## src/rtl/game_input_pkg.sv

```systemverilog
// Shared types and keycode decoding for the keyboard-to-game input path.
// Used by move_input_scheduler and any other block that consumes PS/2 move keys.
package game_input_pkg;

  typedef enum logic [2:0] {
    DIR_NONE  = 3'b000,
    DIR_UP    = 3'b001,
    DIR_LEFT  = 3'b010,
    DIR_DOWN  = 3'b100,
    DIR_RIGHT = 3'b101
  } dir_t;

  typedef enum logic {
    PS_IDLE = 1'b0,
    PS_HELD = 1'b1
  } press_state_t;

  localparam logic [7:0] KC_NONE  = 8'h00;
  localparam logic [7:0] KC_UP    = 8'h1D;
  localparam logic [7:0] KC_LEFT  = 8'h1C;
  localparam logic [7:0] KC_DOWN  = 8'h1B;
  localparam logic [7:0] KC_RIGHT = 8'h23;

  function automatic dir_t keycode_to_dir(input logic [7:0] kc);
    case (kc)
      KC_UP:    return DIR_UP;
      KC_LEFT:  return DIR_LEFT;
      KC_DOWN:  return DIR_DOWN;
      KC_RIGHT: return DIR_RIGHT;
      default:  return DIR_NONE;
    endcase
  endfunction

endpackage

```

## src/rtl/move_input_scheduler_if.sv

```systemverilog
// Move handshake between the input scheduler (master) and the game engine (slave).
// QUEUE_COUNT width follows the scheduler's FIFO_DEPTH.
interface move_input_scheduler_if #(
  parameter int FIFO_DEPTH = 4
);

  logic                          MOVE_VALID;
  logic [2:0]                    MOVE_DIR;
  logic                          MOVE_READY;
  logic [$clog2(FIFO_DEPTH):0]   QUEUE_COUNT;

  modport master (
    output MOVE_VALID,
    output MOVE_DIR,
    output QUEUE_COUNT,
    input  MOVE_READY
  );

  modport slave (
    input  MOVE_VALID,
    input  MOVE_DIR,
    input  QUEUE_COUNT,
    output MOVE_READY
  );

endinterface

```

## src/rtl/move_fifo.sv

```systemverilog
// Generic synchronous FIFO with flush, occupancy count and a dropped-push strobe.
// Output data is the registered head entry; there is no fall-through path.
module move_fifo #(
  parameter int DEPTH = 4,
  parameter int WIDTH = 3
) (
  input  logic                    clk,
  input  logic                    rst_n,
  input  logic                    i_push,
  input  logic [WIDTH-1:0]        i_data,
  input  logic                    i_pop,
  input  logic                    i_flush,
  output logic [WIDTH-1:0]        o_data,
  output logic [$clog2(DEPTH):0]  o_count,
  output logic                    o_valid,
  output logic                    o_drop
);

  localparam int AW = $clog2(DEPTH);
  localparam int CW = AW + 1;
  localparam logic [AW-1:0] PTR_ONE  = AW'(1);
  localparam logic [CW-1:0] CNT_ONE  = CW'(1);
  localparam logic [CW-1:0] CNT_FULL = CW'(DEPTH);

  logic [WIDTH-1:0] r_mem [DEPTH];
  logic [AW-1:0]    r_wr_ptr;
  logic [AW-1:0]    r_rd_ptr;
  logic [CW-1:0]    r_count;
  logic             w_full;
  logic             w_do_pop;
  logic             w_do_push;

  assign o_valid  = (r_count != '0);
  assign w_full   = (r_count == CNT_FULL);
  assign o_data   = r_mem[r_rd_ptr];
  assign o_count  = r_count;

  // A pop frees the slot the incoming push lands in, so push+pop on a full queue is legal.
  assign w_do_pop  = i_pop & o_valid & ~i_flush;
  assign w_do_push = i_push & ~i_flush & (~w_full | w_do_pop);
  assign o_drop    = i_push & ~i_flush & w_full & ~w_do_pop;

  always_ff @(posedge clk or negedge rst_n) begin
    if (!rst_n) begin
      r_wr_ptr <= '0;
      r_rd_ptr <= '0;
      r_count  <= '0;
      for (int i = 0; i < DEPTH; i++) begin
        r_mem[i] <= '0;
      end
    end else if (i_flush) begin
      r_wr_ptr <= '0;
      r_rd_ptr <= '0;
      r_count  <= '0;
    end else begin
      if (w_do_push) begin
        r_mem[r_wr_ptr] <= i_data;
        r_wr_ptr        <= r_wr_ptr + PTR_ONE;
      end
      if (w_do_pop) begin
        r_rd_ptr <= r_rd_ptr + PTR_ONE;
      end
      if (w_do_push && !w_do_pop) begin
        r_count <= r_count + CNT_ONE;
      end else if (!w_do_push && w_do_pop) begin
        r_count <= r_count - CNT_ONE;
      end
    end
  end

endmodule

```

## src/rtl/move_input_scheduler.sv

```systemverilog
// Turns PS/2 keycodes into queued move commands, one per fresh press, with a valid/ready output.
// Define AUTO_REPEAT_EN to add held-key auto-repeat (REPEAT_DELAY, then every REPEAT_RATE cycles).
module move_input_scheduler
  import game_input_pkg::*;
#(
  parameter int FIFO_DEPTH   = 4,
  parameter int REPEAT_DELAY = 25_000_000,
  parameter int REPEAT_RATE  = 5_000_000
) (
  input  logic                    CLOCK_50,
  input  logic                    RESET_N,
  input  logic [7:0]              KEYCODE,
  input  logic                    ENABLE,
  input  logic                    FLUSH,
  output logic                    OVERFLOW,
  move_input_scheduler_if.master  mv
);

  if (FIFO_DEPTH < 2 || (FIFO_DEPTH & (FIFO_DEPTH - 1)) != 0 ||
      REPEAT_DELAY < 1 || REPEAT_RATE < 1) begin : g_bad_param
    $error("move_input_scheduler: FIFO_DEPTH must be a power of 2 >= 2 and repeat timings >= 1");
  end

  logic [7:0]                  r_kc_q;
  logic [7:0]                  r_held_code;
  press_state_t                r_state;
  logic                        r_overflow;
  dir_t                        w_kc_dir;
  logic                        w_kc_is_move;
  logic                        w_fresh;
  logic                        w_push_req;
  logic                        w_push;
  logic [2:0]                  w_push_dir;
  logic                        w_drop;
  logic [2:0]                  w_head_dir;
  logic [$clog2(FIFO_DEPTH):0] w_count;
  logic                        w_valid;

  always_ff @(posedge CLOCK_50 or negedge RESET_N) begin
    if (!RESET_N) begin
      r_kc_q <= KC_NONE;
    end else begin
      r_kc_q <= KEYCODE;
    end
  end

  assign w_kc_dir     = keycode_to_dir(r_kc_q);
  assign w_kc_is_move = (w_kc_dir != DIR_NONE);
  assign w_fresh      = w_kc_is_move & ((r_state == PS_IDLE) | (r_kc_q != r_held_code));

  // Press tracker: the FSM advances even when ENABLE gates the push away.
  always_ff @(posedge CLOCK_50 or negedge RESET_N) begin
    if (!RESET_N) begin
      r_state     <= PS_IDLE;
      r_held_code <= KC_NONE;
    end else begin
      case (r_state)
        PS_IDLE: begin
          if (w_kc_is_move) begin
            r_held_code <= r_kc_q;
            r_state     <= PS_HELD;
          end
        end
        PS_HELD: begin
          if (!w_kc_is_move) begin
            r_state <= PS_IDLE;
          end else if (r_kc_q != r_held_code) begin
            r_held_code <= r_kc_q;
          end
        end
        default: r_state <= PS_IDLE;
      endcase
    end
  end

`ifdef AUTO_REPEAT_EN
  logic [31:0] r_rpt_cnt;
  logic        r_rpt_first;
  logic        w_rpt_hold;
  logic        w_rpt_fire;
  logic [31:0] w_rpt_limit;

  assign w_rpt_hold  = (r_state == PS_HELD) & (r_kc_q == r_held_code);
  assign w_rpt_limit = r_rpt_first ? 32'(REPEAT_DELAY - 1) : 32'(REPEAT_RATE - 1);
  assign w_rpt_fire  = w_rpt_hold & (r_rpt_cnt == w_rpt_limit);

  // Any break in holding the same key restarts the long initial delay.
  always_ff @(posedge CLOCK_50 or negedge RESET_N) begin
    if (!RESET_N) begin
      r_rpt_cnt   <= '0;
      r_rpt_first <= 1'b1;
    end else if (!w_rpt_hold) begin
      r_rpt_cnt   <= '0;
      r_rpt_first <= 1'b1;
    end else if (w_rpt_fire) begin
      r_rpt_cnt   <= '0;
      r_rpt_first <= 1'b0;
    end else begin
      r_rpt_cnt <= r_rpt_cnt + 32'd1;
    end
  end

  assign w_push_req = w_fresh | w_rpt_fire;
  assign w_push_dir = w_fresh ? w_kc_dir : keycode_to_dir(r_held_code);
`else
  assign w_push_req = w_fresh;
  assign w_push_dir = w_kc_dir;
`endif

  assign w_push = w_push_req & ENABLE;

  move_fifo #(
    .DEPTH (FIFO_DEPTH),
    .WIDTH (3)
  ) u_fifo (
    .clk     (CLOCK_50),
    .rst_n   (RESET_N),
    .i_push  (w_push),
    .i_data  (w_push_dir),
    .i_pop   (mv.MOVE_READY),
    .i_flush (FLUSH),
    .o_data  (w_head_dir),
    .o_count (w_count),
    .o_valid (w_valid),
    .o_drop  (w_drop)
  );

  assign mv.MOVE_VALID  = w_valid;
  assign mv.MOVE_DIR    = w_head_dir;
  assign mv.QUEUE_COUNT = w_count;

  always_ff @(posedge CLOCK_50 or negedge RESET_N) begin
    if (!RESET_N) begin
      r_overflow <= 1'b0;
    end else if (FLUSH) begin
      r_overflow <= 1'b0;
    end else if (w_drop) begin
      r_overflow <= 1'b1;
    end
  end

  assign OVERFLOW = r_overflow;

endmodule

```

## src/flat_wrapper.sv

```systemverilog
// flat-port wrapper written by rule: the top's interface ports become plain ports
module move_input_scheduler_flat import game_input_pkg::*;
#(
  parameter int FIFO_DEPTH   = 4,
  parameter int REPEAT_DELAY = 25_000_000,
  parameter int REPEAT_RATE  = 5_000_000
)
  (CLOCK_50, RESET_N, KEYCODE, ENABLE, FLUSH, OVERFLOW, mv_MOVE_VALID, mv_MOVE_DIR, mv_QUEUE_COUNT, mv_MOVE_READY);
  move_input_scheduler_if #(.FIFO_DEPTH(FIFO_DEPTH)) mv_i ();
  input  logic CLOCK_50;
  input  logic RESET_N;
  input  logic [7:0] KEYCODE;
  input  logic ENABLE;
  input  logic FLUSH;
  output logic OVERFLOW;
  output wire logic [$bits(mv_i.MOVE_VALID)-1:0] mv_MOVE_VALID;
  output wire logic [$bits(mv_i.MOVE_DIR)-1:0] mv_MOVE_DIR;
  output wire logic [$bits(mv_i.QUEUE_COUNT)-1:0] mv_QUEUE_COUNT;
  input wire logic [$bits(mv_i.MOVE_READY)-1:0] mv_MOVE_READY;
  assign mv_MOVE_VALID = mv_i.MOVE_VALID;
  assign mv_MOVE_DIR = mv_i.MOVE_DIR;
  assign mv_QUEUE_COUNT = mv_i.QUEUE_COUNT;
  assign mv_i.MOVE_READY = mv_MOVE_READY;
  move_input_scheduler #(.FIFO_DEPTH(FIFO_DEPTH), .REPEAT_DELAY(REPEAT_DELAY), .REPEAT_RATE(REPEAT_RATE)) u_core (.CLOCK_50(CLOCK_50), .RESET_N(RESET_N), .KEYCODE(KEYCODE), .ENABLE(ENABLE), .FLUSH(FLUSH), .OVERFLOW(OVERFLOW), .mv(mv_i));
endmodule
```

## config.mk

```make
export PLATFORM = sky130hd
export DESIGN_NAME = move_input_scheduler_flat
export DESIGN_NICKNAME = d
export VERILOG_FILES = /design/src/rtl/game_input_pkg.sv /design/src/rtl/move_input_scheduler_if.sv /design/src/rtl/move_fifo.sv /design/src/rtl/move_input_scheduler.sv /design/src/flat_wrapper.sv
export SDC_FILE = /design/constraint.sdc
export NUM_CORES = 1
export LEC_CHECK = 0
export BUFFER_PORTS_ARGS = -buffer_cell sky130_fd_sc_hd__buf_2
export CORE_MARGIN = 3
export CORE_UTILIZATION = 40
export CTS_BUF_LIST = sky130_fd_sc_hd__clkbuf_4
export CTS_CLUSTER_SIZE = 16
export DETAILED_ROUTE_END_ITERATION = 8
export PLACE_DENSITY = 0.56
export SKIP_CTS_REPAIR_TIMING = 1
export SYNTH_ARGS = -nofsm -noshare
export SYNTH_HDL_FRONTEND = slang
export SYNTH_SLANG_ARGS = --single-unit
```

## constraint.sdc

```tcl
create_clock -name CLOCK_50 -period 3.2 [get_ports CLOCK_50]
set_input_delay 0.64 -clock CLOCK_50 [delete_from_list [all_inputs] [get_ports CLOCK_50]]
set_output_delay 0.64 -clock CLOCK_50 [all_outputs]
set_load 0.01 [all_outputs]
```

# After elaboration in Yosys (flattened, before gate mapping)
# Cells that the tools add are included.
# classes
addsub,4
n_lt_le_gt_ge,3
eq_ne,9
muxes,21
n_bitwise,16
reduce_logical,13
# op_table
op,n
$eq 8x5->1 const B,3
$mux 8,3
$mux 3,6
$pmux 8 s2,1
$bwmux 12,1
$pmux 3 s4,1
$reduce_bool 3->1,3
$and 1x1->1,8
$eq 8x6->1 const B,1
$mux 2,4
$ne 8x8->1,1
$bmux 3 s2,1
$demux 3 s2,1
$ge 3x3->1 const B,2
$not 2->3,2
$reduce_bool 2->1,3
$add 2x1->2 const B,2
$ne 2x2->1 const B,2
$not 1->1,4
$add 3x1->3 const B,1
$eq 3x3->1 const B,1
$logic_and 1x1->1,3
$lt 3x1->1 const B,1
$mux 1,3
other kinds (6),8
# totals
regBits,37
out_inout_bits,8
wordCells,77

# Longest topological paths before layout
# depth
word_depth,12
mapped_depth,9
ltp_nobuf,9

# Cells and area by module
# A second synthesis with hierarchy kept.
# hier_totals
cells_unflattened,144
hier_area_um2,1863.0
# modules_own_cells
mod,n_inst,cells_each,area_per_inst_um2,seq_area_each_um2
move_fifo,1,90,1069.8,475.5
move_input_scheduler,1,54,793.3,450.4

# Worst setup path after synthesis
# OpenSTA, ideal clock, no wires.
# synth_timing
path_kind,input to register
from,input port mv_MOVE_READY
to,"register u_core.u_fifo.r_count[1], in the netlist u_core.u_fifo.o_count[1]"
t_arrival_ps,2375
t_required_ps,3113
setup_slack_ps,738
cell_stages,9
path_cell_list,inv_1 > o2111a_1 > a2111oi_4 > nand2_1 > nor2_1 > fa_1 > nor3_1 > nand3_1 > o211ai_1
# synth_via
elab_chain_len,7
word_cells_on_any_way,11
# synth_lines
element,line_no,source
from (decl),flat_wrapper.sv:19,input wire logic [$bits(mv_i.MOVE_READY)-1:0] mv_MOVE_READY;
$and 1x1->1 (*) (2 in series),move_fifo.sv:39,assign w_do_pop = i_pop & o_valid & ~i_flush;
$or 1x1->1,move_fifo.sv:40,assign w_do_push = i_push & ~i_flush & (~w_full | w_do_pop);
$and 1x1->1,move_fifo.sv:40,
$logic_and 1x1->1 / $logic_not 1->1 (equally long branches),"move_fifo.sv:63, move_fifo.sv:65",
$mux 3 / $logic_and 1x1->1 (equally long branches),"move_fifo.sv:63, move_fifo.sv:65",
$mux 3 / $reduce_bool 3->1 (equally long branches),-,
to (signal assigned),move_fifo.sv:64,r_count <= r_count + CNT_ONE;
to (signal assigned),move_fifo.sv:66,r_count <= r_count - CNT_ONE;
to (decl),move_fifo.sv:28,logic [CW-1:0] r_count;
# Mark *: on every way between the ends. The rest lies on a longest branch, timed or not.
# A chain may end at the register's enable or synchronous reset.

# Worst setup path in the final report
# layout_timing
from,register u_core.r_kc_q[5]
to,"register u_core.u_fifo.r_count[1], in the netlist u_core.u_fifo.o_count[1]"
# layout_via
elab_chain_len,10
word_cells_on_any_way,18
# layout_lines
element,line_no,source
from (decl),move_input_scheduler.sv:24,logic [7:0] r_kc_q;
from (signal assigned),move_input_scheduler.sv:41,r_kc_q <= KC_NONE;
from (signal assigned),move_input_scheduler.sv:43,r_kc_q <= KEYCODE;
$eq 8x6->1 / $eq 8x5->1 (equally long branches),game_input_pkg.sv:25,case (kc)
$pmux 3 s4,game_input_pkg.sv:25,
$reduce_bool 3->1,move_input_scheduler.sv:48,assign w_kc_is_move = (w_kc_dir != DIR_NONE);
$and 1x1->1 (*),move_input_scheduler.sv:49,assign w_fresh = w_kc_is_move & ((r_state == PS_IDLE) | (r_kc_q != r_held_code));
$and 1x1->1 (*),move_input_scheduler.sv:110,assign w_push = w_push_req & ENABLE;
$and 1x1->1 (*) (2 in series),move_fifo.sv:40,
$logic_and 1x1->1 / $logic_not 1->1 (equally long branches),"move_fifo.sv:63, move_fifo.sv:65",
$mux 3 / $logic_and 1x1->1 (equally long branches),"move_fifo.sv:63, move_fifo.sv:65",
$mux 3 / $reduce_bool 3->1 (equally long branches),-,
# Marks and branches as above.

==> impl_summary.log <==
[metrics] leading area contributor after synthesis: dfrtp_1
[metrics] count of final max-slew check failures: 0
[metrics] clock network fraction of total power: 0.328
[metrics] worst-case clock skew: 0.0152 ns
[metrics] Final GP Congestion: 0.860
[metrics] critical path class: reg -> reg
[metrics] area share of the largest cell type after synthesis: 0.484
[metrics] Synth-to-Final Area Change: 12.9%
[metrics] post-layout min period: 2.69 ns
[metrics] required time at the worst-slack endpoint: 3.46 ns
[metrics] detailed-route wire length: 3480 um
[metrics] number of buffers created by CTS: 5
[metrics] number of violations of the max-capacitance limit: 0
[metrics] grt ovf: 0
[metrics] proportion of layout cells with a drive suffix above 1: 0.324
[metrics] Clock Tree Buf Depth: 2
[metrics] cell count after placement: 217
[metrics] clock slew at the register clock pins of the worst setup and hold paths: 0.12 ns
[metrics] vias in the first global route: 1240
[metrics] startpoint type of the worst setup path: flop
[metrics] proportion of power drawn by combinational gates: 0.212
[metrics] critical path fanouts, max: 6
[metrics] TritonCTS clock tree: done
[metrics] normalized max-slew margin: 0.460
[metrics] Ys Warns: 0
[metrics] number of placed I/O pins: 21
[metrics] Async S/R FF share, synth: 1.00
[metrics] IR Drop Worst-Case VDD: 0.309 mV
[metrics] Horiz. Die Dim: 75.2 um
[metrics] worst hold path class: in -> async
[metrics] Total Power: 1220 uW
[metrics] Post-synth EDFFs: 0
[metrics] count of distinct cell types in the synthesized netlist: 37
[metrics] internal power of the cells: 871 uW
[metrics] post-placement cell area: 0.00206 mm2
[metrics] P_sw: 353 uW
[metrics] number of antenna violations at the first check in global routing: 0
[metrics] Die Footprint: 0.00565 mm2
[metrics] Final Hold Violating Endpoints: 0
[metrics] Initial Util: 0.428
[metrics] Total Neg Setup Slack: 0 ns
[metrics] endpoint arrival time on the critical path: 2.95 ns
[metrics] diodes inserted: 0
[metrics] maximum number of pins on one net before global-route repair: 38
[metrics] Port Buffer Count: 20
[metrics] run status: finished, final reports clean
[metrics] total via count in the routed design: 1206
[metrics] clk sink count: 37
[metrics] Synth Register Bits: 37
[metrics] GRT Resource Usage Total: 0.140
[metrics] CP endpoint kind: flop
[metrics] mean routed wirelength per cell: 15.5 um
[metrics] Mapped Cells: 149
[metrics] most area-consuming cells after synthesis: dfrtp_1 48%, mux2_4 9.4%, nand3_4 3.7%, xor2_1 3.7%, mux4_2 3.5%
[metrics] unrepaired setup endpoints after global routing: false
[metrics] ratio of final minimum period to clock period: 0.839
[metrics] share of total power in sequential cells: 0.460
[metrics] sequential element share of the synthesized area: 0.484
[metrics] worst setup slack before clock tree synthesis: 0.332 ns
[metrics] NumNets Final: 190
[metrics] area of the core region: 0.00447 mm2
[metrics] least setup slack across all paths after layout: 0.515 ns
[metrics] Static Leak: 0.00103 uW
[metrics] count of placed standard cells in the final layout, fillers left out: 225
[metrics] number of DRC markers in iteration 0: 91
[metrics] vias per cell: 5.36
[metrics] Net Count, Synth: 167
[metrics] Root Buffer Master: clkbuf_4
[metrics] Worst Max-Slew Pin Slew: 0.810 ns
[metrics] worst skew pair latency: 0.34 ns
[metrics] number of H-tree levels: 2
[metrics] number of endpoints failing setup at the final stage: 0
[metrics] maximum achievable frequency: 372 MHz
[metrics] post-synthesis instance area: 0.00191 mm2
[metrics] power per unit of standard cell area: 567 mW/mm2
[metrics] vertical die dimension: 75.2 um
[metrics] switch share: 0.288
[metrics] Avg Synthesized Cell Area: 12.8 um2
[metrics] global-route wire length before repair: 5890 um
[metrics] dominant synthesized flop cell: dfrtp_1
[metrics] Std-Cell Rows: 24
[metrics] remaining antenna violation count after routing: 0
[metrics] placed wire-length estimate: 2570 um
[metrics] Final Cell Area: 0.00216 mm2
[metrics] number of remaining DRC errors: 0
[metrics] DR pass1 iterations: 4
## critical path, cell delays in order, from the launching register on
cell and delay (ns):
dfrtp_1 0.45, and3b_1 0.33, nand3_1 0.19, a2111oi_4 0.42
nand2_1 0.23, nor2_1 0.18, fa_1 0.46, nor3_1 0.18
nand3_1 0.09, o211ai_1 0.10
## metrics by stage
step | hold slack, ns | utilization
global route | 0.374 | 0.483
global placement | 0.491 | 0.460
CTS | 0.381 | 0.483
finish | 0.382 | 0.483
floorplan | 0.344 | -
detailed placement | 0.496 | 0.460
## synth_stat cells (4+ instances only)
cell type / number
nand2_1: 5
nor2_1: 10
nor2b_1: 4
nor3_1: 7
mux2i_1: 4
inv_1: 9
nand3_4: 4
ha_1: 4
mux2_4: 12
mux2_2: 4
xor2_1: 8
dfrtp_1: 37
## cell families after synthesis
group / share of synthesized area
AOI/OAI and AO/OA: 0.0713
xor gates and xnor gates: 0.0458
and+or+nand+nor: 0.152
adders and majority gates: 0.0366
DFF: 0.484
buffers and inverters: 0.0360
muxes: 0.174
## final timing paths
| kind | startpoint | endpoint | slack, ns | cells past startpoint |
|---|---|---|---|---|
| min in group CLOCK_50 | KEYCODE[6] | u_core.r_kc_q[6]$_DFF_PN0_ | 0.40 | 1 |
| worst min-delay path | RESET_N | u_core.r_held_code[6]$_DFFE_PN0P_ | 0.38 | 1 |
| worst max register to register | u_core.r_kc_q[5]$_DFF_PN0_ | u_core.u_fifo.o_count[1]$_DFFE_PN0P_ | 0.51 | 9 |
| max in group asynchronous | RESET_N | u_core.r_held_code[0]$_DFFE_PN0P_ | 2.30 | 1 |
| worst max-delay path | u_core.r_kc_q[5]$_DFF_PN0_ | u_core.u_fifo.o_count[1]$_DFFE_PN0P_ | 0.51 | 9 |
| worst min register to register | u_core.u_fifo.r_mem[2]$_DFFE_PN0P_ | u_core.u_fifo.r_mem[2]$_DFFE_PN0P_ | 0.53 | 1 |
## flip-flops by register name, summed over array words and instances (netlist names)
register	cells
u_core.u_fifo.r_mem	12
u_core.r_held_code	8
u_core.r_kc_q	8
u_core.u_fifo.o_count	3
u_core.u_fifo.r_rd_ptr	2
u_core.u_fifo.r_wr_ptr	2
u_core.OVERFLOW	1
u_core.r_state	1
## power by group through the flow
stage	Sequential, uW	Combinational (uW)	Clock (uW)
detailed placement	571	261	0
global route	571	293	431
finish	563	260	401
CTS	564	262	416
global placement	572	251	0
floorplan	556	195	0
## cells in the final DEF, fill, tap and decap left out, types with 2 or more instances in the layout
cell / count
nor3_1: 7
ha_1: 4
nor2_1: 10
dfrtp_1: 37
mux4_2: 3
mux2_2: 4
xor2_1: 8
nand3_1: 3
nand3_4: 4
o211ai_1: 2
inv_1: 9
o2111a_1: 2
buf_2: 20
nand2_1: 5
clkbuf_4: 5
or3_1: 3
mux2_4: 12
bufinv_16: 2
buf_4: 2
mux2i_1: 4
xnor2_1: 2
and2_1: 2
nand4_1: 2
nand2b_1: 2
nor2b_1: 4
o2bb2ai_1: 3
## metal layers
metal / routed length (um) / track usage
met5: 0 / 0
met4: 24 / 0.0485
met3: 184 / 0.0414
met2: 1600 / 0.217
met1: 1670 / 0.189
## cell type report
class / count / area [um2]
Fill cell: 397 / 2310
Tap cell: 52 / 65.1
Sequential cell: 37 / 926
Inverter: 9 / 33.8
Timing Repair Buffer: 22 / 115
Multi-Input combinational cell: 97 / 918
Clock buffer: 5 / 37.5
Clock inverter: 3 / 65.1
(Power assumes the default switching activity.)
